--- src/rtl/pc_unit.sv ---
// Program-counter unit: prioritised next-pc selection (trap, mret, redirect,
// RAS pop, stall, increment), trap return address and a circular return-address stack.
module pc_unit #(
  parameter int                XLEN         = 32,
  parameter logic [XLEN-1:0]   RESET_VECTOR = XLEN'(32'h0000_0000),
  parameter logic [XLEN-1:0]   TRAP_VECTOR  = XLEN'(32'h0000_0100),
  parameter int                STEP         = 4,
  parameter int                ALIGN_BITS   = 2,
  parameter int                RAS_DEPTH    = 4
) (
  input  logic            clk,
  input  logic            reset,
  input  logic            stall,
  input  logic            redirect_valid,
  input  logic [XLEN-1:0] redirect_target,
  input  logic            call,
  input  logic            ret,
  input  logic            trap_req,
  input  logic            mret,
  output logic [XLEN-1:0] pc,
  output logic [XLEN-1:0] pc_plus,
  output logic [XLEN-1:0] epc,
  output logic            misaligned,
  output logic            ret_miss,
  output logic            ras_empty,
  output logic            ras_full
);

  localparam int                PW         = (RAS_DEPTH > 1) ? $clog2(RAS_DEPTH) : 1;
  localparam int                CW         = $clog2(RAS_DEPTH + 1);
  localparam logic [XLEN-1:0]   STEP_X     = XLEN'(STEP);
  localparam logic [XLEN-1:0]   ALIGN_MASK = XLEN'((64'd1 << ALIGN_BITS) - 64'd1);
  localparam logic [CW-1:0]     DEPTH_C    = CW'(RAS_DEPTH);

  typedef enum logic [2:0] {
    ACT_TRAP,
    ACT_MRET,
    ACT_MISALIGN,
    ACT_REDIRECT,
    ACT_POP,
    ACT_RET_MISS,
    ACT_HOLD,
    ACT_STEP
  } action_e;

  action_e         act;
  logic [XLEN-1:0] pc_q, pc_d;
  logic [XLEN-1:0] epc_q, epc_d;
  logic            misaligned_q, misaligned_d;
  logic            ret_miss_q, ret_miss_d;
  logic [PW-1:0]   ptr_q, ptr_d;
  logic [CW-1:0]   cnt_q, cnt_d;
  logic [PW-1:0]   top_ptr;
  logic [XLEN-1:0] pc_plus_w;
  logic            push;
  logic [XLEN-1:0] ras_mem [RAS_DEPTH];

  assign pc_plus_w = pc_q + STEP_X;
  // ptr_q names the next slot to write; the most recent push sits one below it.
  assign top_ptr   = ptr_q - PW'(1);

  always_comb begin
    act = ACT_STEP;
    if (trap_req)            act = ACT_TRAP;
    else if (mret)           act = ACT_MRET;
    else if (redirect_valid) act = ((redirect_target & ALIGN_MASK) != '0) ? ACT_MISALIGN : ACT_REDIRECT;
    else if (ret && !stall)  act = (cnt_q != '0) ? ACT_POP : ACT_RET_MISS;
    else if (stall)          act = ACT_HOLD;
  end

  always_comb begin
    pc_d         = pc_q;
    epc_d        = epc_q;
    misaligned_d = 1'b0;
    ret_miss_d   = 1'b0;
    ptr_d        = ptr_q;
    cnt_d        = cnt_q;
    push         = 1'b0;
    unique case (act)
      ACT_TRAP, ACT_MISALIGN: begin
        pc_d         = TRAP_VECTOR;
        epc_d        = pc_q;
        cnt_d        = '0;
        misaligned_d = (act == ACT_MISALIGN);
      end
      ACT_MRET: pc_d = epc_q;
      ACT_REDIRECT: begin
        pc_d = redirect_target;
        if (call) begin
          // When full the write lands on the oldest slot, so count saturates.
          push  = 1'b1;
          ptr_d = ptr_q + PW'(1);
          if (cnt_q != DEPTH_C) cnt_d = cnt_q + CW'(1);
        end
      end
      ACT_POP: begin
        pc_d  = ras_mem[top_ptr];
        ptr_d = top_ptr;
        cnt_d = cnt_q - CW'(1);
      end
      ACT_RET_MISS: begin
        pc_d       = pc_plus_w;
        ret_miss_d = 1'b1;
      end
      ACT_HOLD: pc_d = pc_q;
      default:  pc_d = pc_plus_w;
    endcase
  end

  always_ff @(posedge clk or posedge reset) begin
    if (reset) begin
      pc_q         <= RESET_VECTOR;
      epc_q        <= '0;
      misaligned_q <= 1'b0;
      ret_miss_q   <= 1'b0;
      ptr_q        <= '0;
      cnt_q        <= '0;
    end else begin
      pc_q         <= pc_d;
      epc_q        <= epc_d;
      misaligned_q <= misaligned_d;
      ret_miss_q   <= ret_miss_d;
      ptr_q        <= ptr_d;
      cnt_q        <= cnt_d;
    end
  end

  always_ff @(posedge clk) begin
    if (push) ras_mem[ptr_q] <= pc_plus_w;
  end

  assign pc         = pc_q;
  assign pc_plus    = pc_plus_w;
  assign epc        = epc_q;
  assign misaligned = misaligned_q;
  assign ret_miss   = ret_miss_q;
  assign ras_empty  = (cnt_q == '0);
  assign ras_full   = (cnt_q == DEPTH_C);

endmodule
--- config.mk ---
export PLATFORM = sky130hd
export DESIGN_NAME = pc_unit
export DESIGN_NICKNAME = d
export VERILOG_FILES = /design/src/rtl/pc_unit.sv
export SDC_FILE = /design/constraint.sdc
export NUM_CORES = 1
export LEC_CHECK = 0
export BUFFER_PORTS_ARGS = -buffer_cell sky130_fd_sc_hd__buf_2
export CAP_MARGIN = 25
export CORE_MARGIN = 2
export CORE_UTILIZATION = 61
export CTS_BUF_LIST = sky130_fd_sc_hd__clkbuf_16
export CTS_CLUSTER_DIAMETER = 100
export DETAILED_ROUTE_END_ITERATION = 16
export GPL_TIMING_DRIVEN = 0
export PLACE_DENSITY = 0.84
export SYNTH_ARGS = -nofsm -noshare
export SYNTH_HDL_FRONTEND = slang
export SYNTH_SLANG_ARGS = --single-unit
--- constraint.sdc ---
create_clock -name clk -period 5.5 [get_ports clk]
set_input_delay 0.275 -clock clk [delete_from_list [all_inputs] [get_ports clk]]
set_output_delay 0.275 -clock clk [all_outputs]
set_load 0.02 [all_outputs]
======== Word level (Yosys, flattened, before mapping) ========
Memory sizes are Yosys's and may differ from the RTL's.
Cells that the tools add are included.
storage, ports and cells
  input port bits ......................... 40
  logic and storage cells ................. 52
  memories kept ........................... 1
  register bits ........................... 71
  memory bits (writable) .................. 128
  ROM bits ................................ 0
  latch bits .............................. 0
memories
  name     depth  width  rd ports  clocked after memory_dff  write ports  RTL line  source
  ras_mem  4      32     1         0                         1            56        logic [XLEN-1:0] ras_mem [RAS_DEPTH];
cells by class
  order comparisons ....................... 0
  bitwise logic cells ..................... 0
  multiply operators ...................... 0
  divide/modulo/power cells ............... 0
  shift operators ......................... 0
  muxes and demuxes ....................... 19
  reduce and logical (&&, ||, !) cells .... 11
  $add $sub $neg .......................... 5
  equality and inequality tests ........... 10
operator list
  kind                   number
  $pmux 32 s5            1
  $add 32x3->32 const B  1
  $reduce_bool 32->1     1
  $mux 3                 5
  $eq 3x3->1 const B     4
  $mux 1                 9
  $pmux 3 s3             1
  $eq 3x2->1 const B     2
  $logic_not 3->1        2
  $reduce_bool 3->1      2
  $mux 2                 2
  $ne 2x2->1 const B     2
  $pmux 2 s2             1
  $add 3x1->3 const B    1
  $eq 3x1->1 const B     1
  $ne 3x3->1 const B     1
  $reduce_and 3->1       1
  $sub 3x1->3 const B    1
  $add 2x1->2 const B    1
  $reduce_and 2->1       1
  $reduce_bool 2->1      1
  $reduce_or 2->1        1
  $sub 2x1->2 const B    1
  $logic_and 1x1->1      1
  $logic_not 1->1        1

======== Depth between registers and ports, before layout ========
Gate-level depths: netlist of run 1.
  depth after elaboration ................. 10
  gate-level depth with buffers ........... 12

======== Worst setup path before layout of run 1 ========
Ideal clock, no wire load.
  path kind ............................... register to register
  start point ............................. register ptr_q[0]
  end point ............................... register pc_q[13], in the netlist pc[13]
  clock period less this slack ............ 3.237 ns
  path buffers ............................ 6
  path slack .............................. 2.263 ns
  stages on the path, launching flop included .. 13
  data arrival time ....................... 3.118 ns
  path through ............................ dfrtp_1 > buf_2 > buf_2 > buf_2 > inv_1 > ha_1 > clkbuf_1 > clkbuf_1 > clkbuf_1 > mux4_2 > nand2_1 > nand2_1 > a21o_1
on the way
  longest elaborated chain between the ends .. 3
RTL lines
  item                    RTL line  source
  start, declared         51        logic [PW-1:0] ptr_q, ptr_d;
  start signal, assigned  123       ptr_q <= ptr_d;
  $sub 2x1->2             60        assign top_ptr = ptr_q - PW'(1);
  $mem_v2 4x32            -
  $pmux 32 s5             79        unique case (act)
  end signal, assigned    119       pc_q <= pc_d;
  end, declared           47        logic [XLEN-1:0] pc_q, pc_d;
No other way between the ends.
A chain may end at the register's enable or synchronous reset.

======== Worst setup path after layout of run 1 ========
  start point ............................. register ptr_q[0]
  end point ............................... register pc_q[2], in the netlist pc[2]
The elaborated chain is that of the path after synthesis.

==> results of run 1 <==
[Yosys cell counts, types with 4 or more instances]
cell type / instances / area [sq um]
buf_2: 10 / 50.1
inv_1: 13 / 48.8
nand2_1: 53 / 199
mux2_2: 25 / 282
nor2_1: 19 / 71.3
nor3_1: 18 / 90.1
a21boi_0: 4 / 30.0
edfxtp_1: 128 / 3840
o21ai_0: 37 / 185
mux4_2: 32 / 721
clkbuf_1: 26 / 97.6
nand3_1: 15 / 75.1
or3_1: 5 / 31.3
a21o_1: 5 / 37.5
xor2_1: 10 / 87.6
o2bb2ai_1: 6 / 52.6
o31ai_1: 4 / 30.0
xnor2_1: 18 / 158
and4_1: 4 / 35.0
and3_1: 9 / 56.3
buf_1: 4 / 15.0
nor2b_1: 5 / 31.3
mux2i_1: 4 / 40.0
a22o_1: 4 / 35.0
a222oi_1: 17 / 170
a221o_1: 5 / 50.1
dfrtp_1: 71 / 1780
nor4_1: 6 / 37.5
ha_1: 5 / 62.6
a22oi_1: 10 / 75.1
a21oi_1: 7 / 35.0
[sequential cells by signal (all words and copies together) (netlist names)]
name	cells
ras_mem	128
epc	32
pc	32
cnt_q	3
ptr_q	2
misaligned	1
ret_miss	1
[final cells by class]
cell class	count	share of cell area (%)
clock buffer	17	4.11
buffer	42	1.71
sequential	199	54.2
tap	184	2.22
multi-input combinational	365	29.2
clock inverter	15	0.954
timing repair buffer	141	7.08
inverter	13	0.495
[metrics by stage]
step / hold slack, ns / instances / utilization (%) / power, uW
2_1_floorplan: 0.421 / 619 / - / 2220
5_1_grt: 0.0784 / 976 / 72.1 / 3680
3_5_place_dp: 0.251 / 942 / 68.4 / 2450
6_report: 0.0649 / 976 / 72.1 / 3590
4_1_cts: 0.0610 / 975 / 72.1 / 3570
3_3_place_gp: 0.485 / 940 / 68.1 / 2420
[how the worst min path moves through the flow]
stage                         from  endpoint  slack, ns  cells after the start
6_report       redirect_target[28]    pc[28]       0.06                      2
5_1_grt        redirect_target[28]    pc[28]       0.08                      2
4_1_cts        redirect_target[28]    pc[28]       0.06                      2
3_5_place_dp                 reset    epc[5]       0.25                      2
3_3_place_gp                epc[1]     pc[1]       0.48                      2
2_1_floorplan  redirect_target[28]    pc[28]       0.42                      1
[layer usage]
metal	GRT usage, %	part of all wire (%)	vias up
met5	0	0	-
met4	16.0	4.6	0
met3	10.1	12	94
met2	52.3	47	545
met1	43.0	36	3281
li1	-	-	2751
[worst max-delay path: stages (launching register included)]
cell,delay (ns)
dfrtp_1,0.38
buf_2,0.25
buf_2,0.43
buf_2,0.43
inv_1,0.16
ha_1,0.30
clkbuf_1,0.38
clkbuf_1,0.76
clkbuf_1,0.55
mux4_2,0.42
o21ai_0,0.25
a22oi_1,0.13
[power groups by stage]
stage                     logic [uW]  registers (uW)  clock network, uW
after detailed placement         766            1690                  0
after floorplan                  518            1700                  0
after CTS                        774            1660               1140
after global routing             828            1660               1200
final                            787            1660               1150
after global placement           738            1680                  0
[repair_timing]
action	CTS	global route
hold buffers	1	0
setup buffers	0	0
hold endpoints to repair	18	0
[kinds of logic after synthesis]
| logic type | after synthesis | synth area share [%] |
|---|---|---|
| DFF | 199 | 63.4 |
| AOI/OAI and AO/OA | 119 | 9.85 |
| buffers and inverters | 55 | 2.55 |
| adders and majority gates | 6 | 0.931 |
| and+or+nand+nor | 151 | 8.75 |
| xor gates and xnor gates | 28 | 2.77 |
| muxes | 61 | 11.8 |
==> metrics.yaml, run 1 <==
status: "complete, no violations"
synthCells: 619
grt_pass1_vias: 6696
clk_pin_slew_ns: 0.07
ys.flop_type: "edfxtp_1"
drt_iter0_drc: 1197
drive_gt1_share_pct: 31.7
synth_area_sq_mm: 0.00887
crit_type: "reg -> reg"
vias: 6671
worstReg2RegEnd: "pc[2]"
row_count: 44
htree_levels: 4
yosys_register_bits: 199
reg2reg_slack_ns: 0.87
regArea_sq_mm: 0.00562
post-place-ws_ns: 1.05
layout_commonest_cell: "buf_2"
die_y_um: 125
setup_ws_ns: 0.870
p_per_area_mw_per_mm2: 346
io_buffers: 137
yosysWarnings: 0
finalSetupTns_ns: 0
setup_viol: 0
skew_ns: 0.0152
routed_wl_mm: 25.3
maxCapViolations: 0
cts_tree: "done"
diodes: 0
dpl_cell_area_sq_mm: 0.00982
drc: 0
startpoint_type: "flip-flop"
ios: 140
die_area_sq_mm: 0.0155
yosysSeqAreaShare_pct: 63.4
grt_max_degree: 54
start_util_pct: 61.7
stdcell_area_sq_mm: 0.0104
p_int_uw: 2570
cp_max_fo: 10
area.growth.synth_to_final_pct: 16.9
cts.sinks: 199
synth_nets: 665
grt_util_all_layers_pct: 33.3
wl_per_cell_um: 26.0
cp-endpoint: "pc[2]"
cts_resized: 0
viasPerCell: 6.84
vdd_drop_max_uv: 227
p_sw_share_pct: 28.3
gp_congestion: 0.991
seq_power_share_pct: 46.2
ant_nets: 0
gr-total-overflow: 0
power_frac_comb_pct: 21.9
cts_buffers: 17
end_kind: "flip-flop"
fillCellCount: 899
p_leak_uw: 0.00430
synth_area_per_cell_sq_um: 14.3
hold_viol_final: 0
p_clk_share_pct: 31.9
startpoint: "ptr_q[0]"
worst_pin_slew_ns: 0.986
grt_pass1_wl_mm: 38.5
cts_buffer_depth: 2
drt_first_pass_iters: 8
yosys.cell_types.count: 56
clock_latency_ns: 0.45
finalCriticalPeriod_ns: 4.63
r2r_start: "ptr_q[0]"
multi_input_area_sq_mm: 0.00302
ff2ff_path_depth: 11
finalCritPeriodShare_pct: 84.2
core_area_sq_mm: 0.0144
antenna_found_initial: 0
synth_edf_count: 128
rsz0062_at_grt: "no"
slew_headroom_pct: 33.9
final_cell_mix: "149 x buf_2, 128 x edfxtp_1, 71 x dfrtp_1, 53 x nand2_1, 37 x o21ai_0"
clock.fmax_mhz: 216
hold_path_class: "in -> reg"
worst_ep_arrival_time_ns: 4.91
hpwl_mm: 16.7
p_sw_uw: 1020
maxSlewViolCount: 0
root_buffer: "clkbuf_16"
die_x_um: 125
crit_required_ns: 5.78
nNetsFinal: 825
postSynth.asyncResetShare_pct: 35.7
Note: power is estimated with default switching activity, not from simulation.
==> inputs of run 2 (changes only) <==
--- a/config.mk
+++ b/config.mk
@@ -8,12 +8,12 @@
 export BUFFER_PORTS_ARGS = -buffer_cell sky130_fd_sc_hd__buf_2
 export CAP_MARGIN = 25
 export CORE_MARGIN = 2
-export CORE_UTILIZATION = 61
+export CORE_UTILIZATION = 51
 export CTS_BUF_LIST = sky130_fd_sc_hd__clkbuf_16
 export CTS_CLUSTER_DIAMETER = 100
 export DETAILED_ROUTE_END_ITERATION = 16
 export GPL_TIMING_DRIVEN = 0
-export PLACE_DENSITY = 0.84
+export PLACE_DENSITY = 0.75
 export SYNTH_ARGS = -nofsm -noshare
 export SYNTH_HDL_FRONTEND = slang
 export SYNTH_SLANG_ARGS = --single-unit
==> constraint.sdc (replaced) <==
create_clock -name clk -period 4.2 [get_ports clk]
set_input_delay 0.21 -clock clk [delete_from_list [all_inputs] [get_ports clk]]
set_output_delay 0.21 -clock clk [all_outputs]
set_load 0.02 [all_outputs]
==> run 2 against run 1 <==
Compared with the run above: global-route usage is 4.4 points lower; combinational power is 28% higher; clock power is 47% higher; power is 36% higher; die area is 19% higher; non-clock buffer count is 1 lower; cell count is 4.1% higher; utilization is 11 points lower; via count is 0.76% lower; setup slack worse by 0.42 ns; critical endpoint unchanged; first-iteration DRC count is 9.9% lower.
==> metrics.yaml, run 2 (synthesis results as in run 1) <==
status: "complete, no violations"
maxCapViolations: 0
core_area_sq_mm: 0.0171
worst_ep_arrival_time_ns: 4.04
die_x_um: 136
crit_top_cell: "buf_2"
startpoint_type: "flip-flop"
drt_iter0_drc: 1078
area.growth.synth_to_final_pct: 18.6
htree_levels: 4
slew_headroom_pct: 33.7
rsz0062_at_grt: "no"
row_count: 48
fin_total_pwr_uw: 4880
grt_pass1_wl_mm: 38.8
finalCriticalPeriod_ns: 3.75
hold_path_class: "in -> reg"
crit_type: "reg -> reg"
grt_util_all_layers_pct: 28.9
routed_wl_mm: 25.9
gp_congestion: 0.940
final_cell_mix: "148 x buf_2, 128 x edfxtp_1, 71 x dfrtp_1, 53 x nand2_1, 37 x o21ai_0"
clock.fmax_mhz: 266
drt_first_pass_iters: 8
gr-total-overflow: 0
ant_nets: 0
cts_tree: "done"
p_per_area_mw_per_mm2: 464
topRoutingLayerUsed: "met5"
vdd_drop_max_uv: 326
maxSlewViolCount: 0
hold_viol_final: 0
seq_power_share_pct: 44.5
cp_max_fo: 10
power_frac_comb_pct: 20.7
cts_buffers: 17
drc: 0
drive_gt1_share_pct: 32.5
root_buffer: "clkbuf_16"
vias: 6620
layout_commonest_cell: "buf_2"
finalSetupTns_ns: 0
crit_required_ns: 4.48
p_sw_share_pct: 27.1
cts_buffer_depth: 2
path_cells: "buf_2 > buf_2 > clkbuf_4 > inv_1 > ha_1 > buf_2 > clkbuf_2 > mux4_2 > o21ai_0 > a22oi_1"
io_buffers: 137
cts.sinks: 199
clk_pin_slew_ns: 0.07
grt_max_degree: 61
ios: 140
largest_reg_flops: 128
fin_hold_ws_ns: 0.00727
end_kind: "flip-flop"
finalCritPeriodShare_pct: 89.4
dr_wl_met2_mm: 12.3
clock_latency_ns: 0.44
die_y_um: 136
wl_per_cell_um: 25.5
setup_viol: 0
met3_length_mm: 2.67
p_clk_share_pct: 34.8
p_int_uw: 3550
start_util_pct: 51.8
hpwl_mm: 17.3
p_leak_uw: 0.00436
worst_pin_slew_ns: 0.995
diodes: 0
grt_pass1_vias: 6498
nNetsFinal: 824
slowest_stage: "ha_1"
wl_met1_mm: 9.92
skew_ns: 0.00936
p_sw_uw: 1320
die_area_sq_mm: 0.0185
viasPerCell: 6.52
regMostFlops: "ras_mem"
slowest_delay_ns: 0.54
antenna_found_initial: 1
post_cts_buffers: 0
[run 2: worst paths after layout]
kind | startpoint | end | slack, ns | cells past startpoint
max | ptr_q[0] | pc[2] | 0.45 | 10
min | redirect_target[28] | pc[28] | 0.007 | 2
max reg2reg | ptr_q[0] | pc[2] | 0.45 | 10
min reg2reg | epc[1] | pc[1] | 0.51 | 2
max in group asynchronous | reset | pc[18] | 3.40 | 4
min in group asynchronous | reset | misaligned | 0.23 | 3
[run 2: what timing repair did]
item                                    in CTS  in global routing
gates cloned                                 0                  0
endpoints found under the setup margin      13                 10
hold endpoints to repair                    12                  0
hold buffers                                 1                  0
gates resized for setup                      3                  2
[run 2: final cells by class]
cell class,count,area [sq um]
Sequential cell,199,5620
Buffer,41,180
Tap cell,225,282
Fill cell,1351,6600
Multi-Input combinational cell,365,3020
Inverter,13,51.3
Clock inverter,12,120
Timing Repair Buffer,141,736
Clock buffer,20,500
[run 2: power groups by stage]
stage	Clock (uW)	Combinational (uW)	Sequential [uW]
4_1_cts	1700	1010	2170
3_3_place_gp	0	970	2210
3_5_place_dp	0	986	2210
5_1_grt	1780	1070	2170
6_report	1690	1010	2170
2_1_floorplan	0	679	2230
[run 2: worst max-delay path, delay by kind of cell, from the launching register on]
family                     cells  cell delay (ns)
buffers and inverters          6             1.98
adders and majority gates      1             0.54
DFF                            1             0.38
muxes                          1             0.36
AOI/OAI and AO/OA              2             0.32
[run 2: metrics by stage]
stage | area [sq um] | setup slack [ns] | utilization, % | cells
after detailed placement | 9880 | -0.212 | 57.7 | 984
after global routing | 10500 | 0.167 | 61.4 | 1016
final | 10500 | 0.445 | 61.4 | 1016
after floorplan | 8870 | 0.963 | - | 619
after global placement | 9830 | -0.193 | 57.4 | 981
after CTS | 10500 | 0.126 | 61.4 | 1017
[run 2: routing by layer]
layer  vias to the layer above  global-route usage, %
met3                        78                   6.23
met2                       483                   45.7
li1                       2737                      -
met1                      3320                   39.3
met5                         -                      0
met4                         2                   12.4
==> inputs of run 3 (changes only) <==
==> constraint.sdc (replaced) <==
create_clock -name clk -period 3.4 [get_ports clk]
set_input_delay 0.17 -clock clk [delete_from_list [all_inputs] [get_ports clk]]
set_output_delay 0.17 -clock clk [all_outputs]
set_load 0.02 [all_outputs]
==> run 3 against run 2 <==
Compared with the run above: first-iteration DRC count is 11% lower; register-to-register slack worse by 0.21 ns; sequential power is 24% higher; clock power is 24% higher; clock skew is 0.0013 ns lower; wire length is 0.49% higher; flip-flop and latch count stayed put; non-clock buffer count is 7 higher; count of clock-buffer cells in the layout stayed put; sequential share of layout area is 0.55 points lower; power is 24% higher; utilization is 0.64 points higher; critical path type is now reg -> out; largest cell class unchanged.
==> metrics.yaml, run 3 (synthesis results as in run 1) <==
status: "complete, no violations"
diodes: 0
skew_ns: 0.00803
hold_path_startpoint: "redirect_target[10]"
worstReg2RegEnd: "pc[16]"
core_area_sq_mm: 0.0171
layout_commonest_cell: "buf_2"
start_util_pct: 51.8
cts.sinks: 199
wl_per_cell_um: 25.4
clk_pin_slew_ns: 0.07
cts_buffers: 17
end_kind: "output port"
startpoint: "pc[2]"
startpoint_type: "flip-flop"
path_cells: "ha_1 > nand2_1 > or4_4 > or4_4 > xnor2_1 > buf_2"
ant_nets: 0
ios: 140
slew_headroom_pct: 32.0
grt_max_degree: 61
p_leak_uw: 0.00441
drc: 0
p_int_uw: 4430
drt_iter0_drc: 961
clock.fmax_mhz: 300
slowest_stage: "dfrtp_1"
clock_latency_ns: 0.44
post-place-ws_ns: -1.01
seq_power_share_pct: 44.2
cts_tree: "done"
fin_hold_ws_ns: 0.00804
hpwl_mm: 17.3
ff2ff_path_depth: 9
finalCritPeriodShare_pct: 98.2
viasPerCell: 6.42
regMostFlops: "ras_mem"
p_sw_uw: 1640
r2r_start: "ptr_q[0]"
maxSlewViolCount: 0
setup_viol: 0
vdd_drop_max_uv: 400
crit_top_cell: "or4_4"
p_per_area_mw_per_mm2: 571
cts_buffer_depth: 2
crit_required_ns: 3.23
hold_viol_final: 0
finalSetupTns_ns: 0
setup_ws_ns: 0.0615
final_cell_mix: "145 x buf_2, 128 x edfxtp_1, 71 x dfrtp_1, 53 x nand2_1, 37 x o21ai_0"
drive_gt1_share_pct: 33.0
die_area_sq_mm: 0.0185
cp_max_fo: 7
reg2reg_slack_ns: 0.24
gr-total-overflow: 0
cp_top_family: "simple AND/OR/NAND/NOR gates"
io_buffers: 137
gp_congestion: 0.940
holdPathStages: 3
htree_levels: 4
finalCriticalPeriod_ns: 3.34
drt_first_pass_iters: 5
crit_type: "reg -> out"
nNetsFinal: 831
rsz0062_at_grt: "no"
antenna_found_initial: 1
die_y_um: 136
area.growth.synth_to_final_pct: 19.8
worst_ep_arrival_time_ns: 3.17
worst_pin_slew_ns: 1.02
die_x_um: 136
vias: 6566
slowest_delay_ns: 0.55
root_buffer: "clkbuf_16"
largest_reg_flops: 128
maxCapViolations: 0
power_frac_comb_pct: 21.2
p_sw_share_pct: 27.0
grt_util_all_layers_pct: 29.1
hold_path_class: "in -> reg"
crit_buf_inv: 1
holdPathEnd: "pc[10]"
p_clk_share_pct: 34.5
grt_pass1_wl_mm: 38.9
routed_wl_mm: 26.0
row_count: 48
grt_pass1_vias: 6518
[run 3: cell count changes in the layout (fill, tap and decap cells not counted), moves of 2 or more]
cell,delta
buf_2,-3
buf_4,+4
clkbuf_2,-2
clkbuf_4,+2
dlygate4sd3_1,+5
nor4_1,-2
[run 3: power groups by stage]
stage	registers [uW]	clock network [uW]	logic, uW
2_1_floorplan	2750	0	839
3_3_place_gp	2730	0	1200
3_5_place_dp	2730	0	1220
4_1_cts	2680	2090	1260
5_1_grt	2690	2200	1360
6_report	2680	2100	1290
[run 3: worst register-to-register path: stages (launching register included)]
cell and delay (ns):
dfrtp_1 0.39, clkbuf_4 0.25, buf_6 0.23, buf_4 0.27, inv_1 0.13, ha_2 0.47, clkbuf_4 0.32, mux4_2 0.35
a222oi_1 0.37, o311ai_0 0.21
[run 3: per-stage QoR]
stage	area, sq um	instances	util [%]	total power (uW)
after detailed placement	9880	984	57.7	3950
after floorplan	8870	619	-	3590
after global placement	9830	981	57.4	3920
final	10600	1023	62.1	6070
after CTS	10600	1021	61.8	6040
after global routing	10600	1023	62.1	6250
[run 3: how the worst max path moves through the flow]
stage | slack (ns) | endpoint | depth (start not counted)
detailed placement | -1.01 | pc[2] | 11
global route | 0.007 | pc_plus[22] | 6
finish | 0.06 | pc_plus[22] | 6
floorplan | 0.16 | pc[13] | 12
global placement | -0.99 | pc[2] | 11
CTS | 0.006 | pc[16] | 9
[run 3: metal layers]
layer / GRT usage, % / share of wire (%) / routed length [um] / vias to the layer above
li1: - / - / - / 2750
met5: 0 / 0.054 / 14 / -
met2: 46.0 / 47 / 12300 / 451
met4: 12.4 / 3.7 / 969 / 2
met3: 6.23 / 10 / 2640 / 77
met1: 39.4 / 39 / 10000 / 3286
[run 3: final cells by class]
class,count,area (sq um)
Sequential cell,199,5620
Buffer,41,196
Tap cell,225,282
Multi-Input combinational cell,365,3050
Clock buffer,20,500
Inverter,13,51.3
Clock inverter,12,120
Fill cell,1333,6490
Timing Repair Buffer,148,801
[run 3: what timing repair did]
item,CTS,global route
hold buffers,6,0
gates cloned,0,0
gates resized for setup,9,9
hold endpoints to repair,76,0
endpoints found under the setup margin,35,19
setup buffers,0,2
pin swaps,0,1
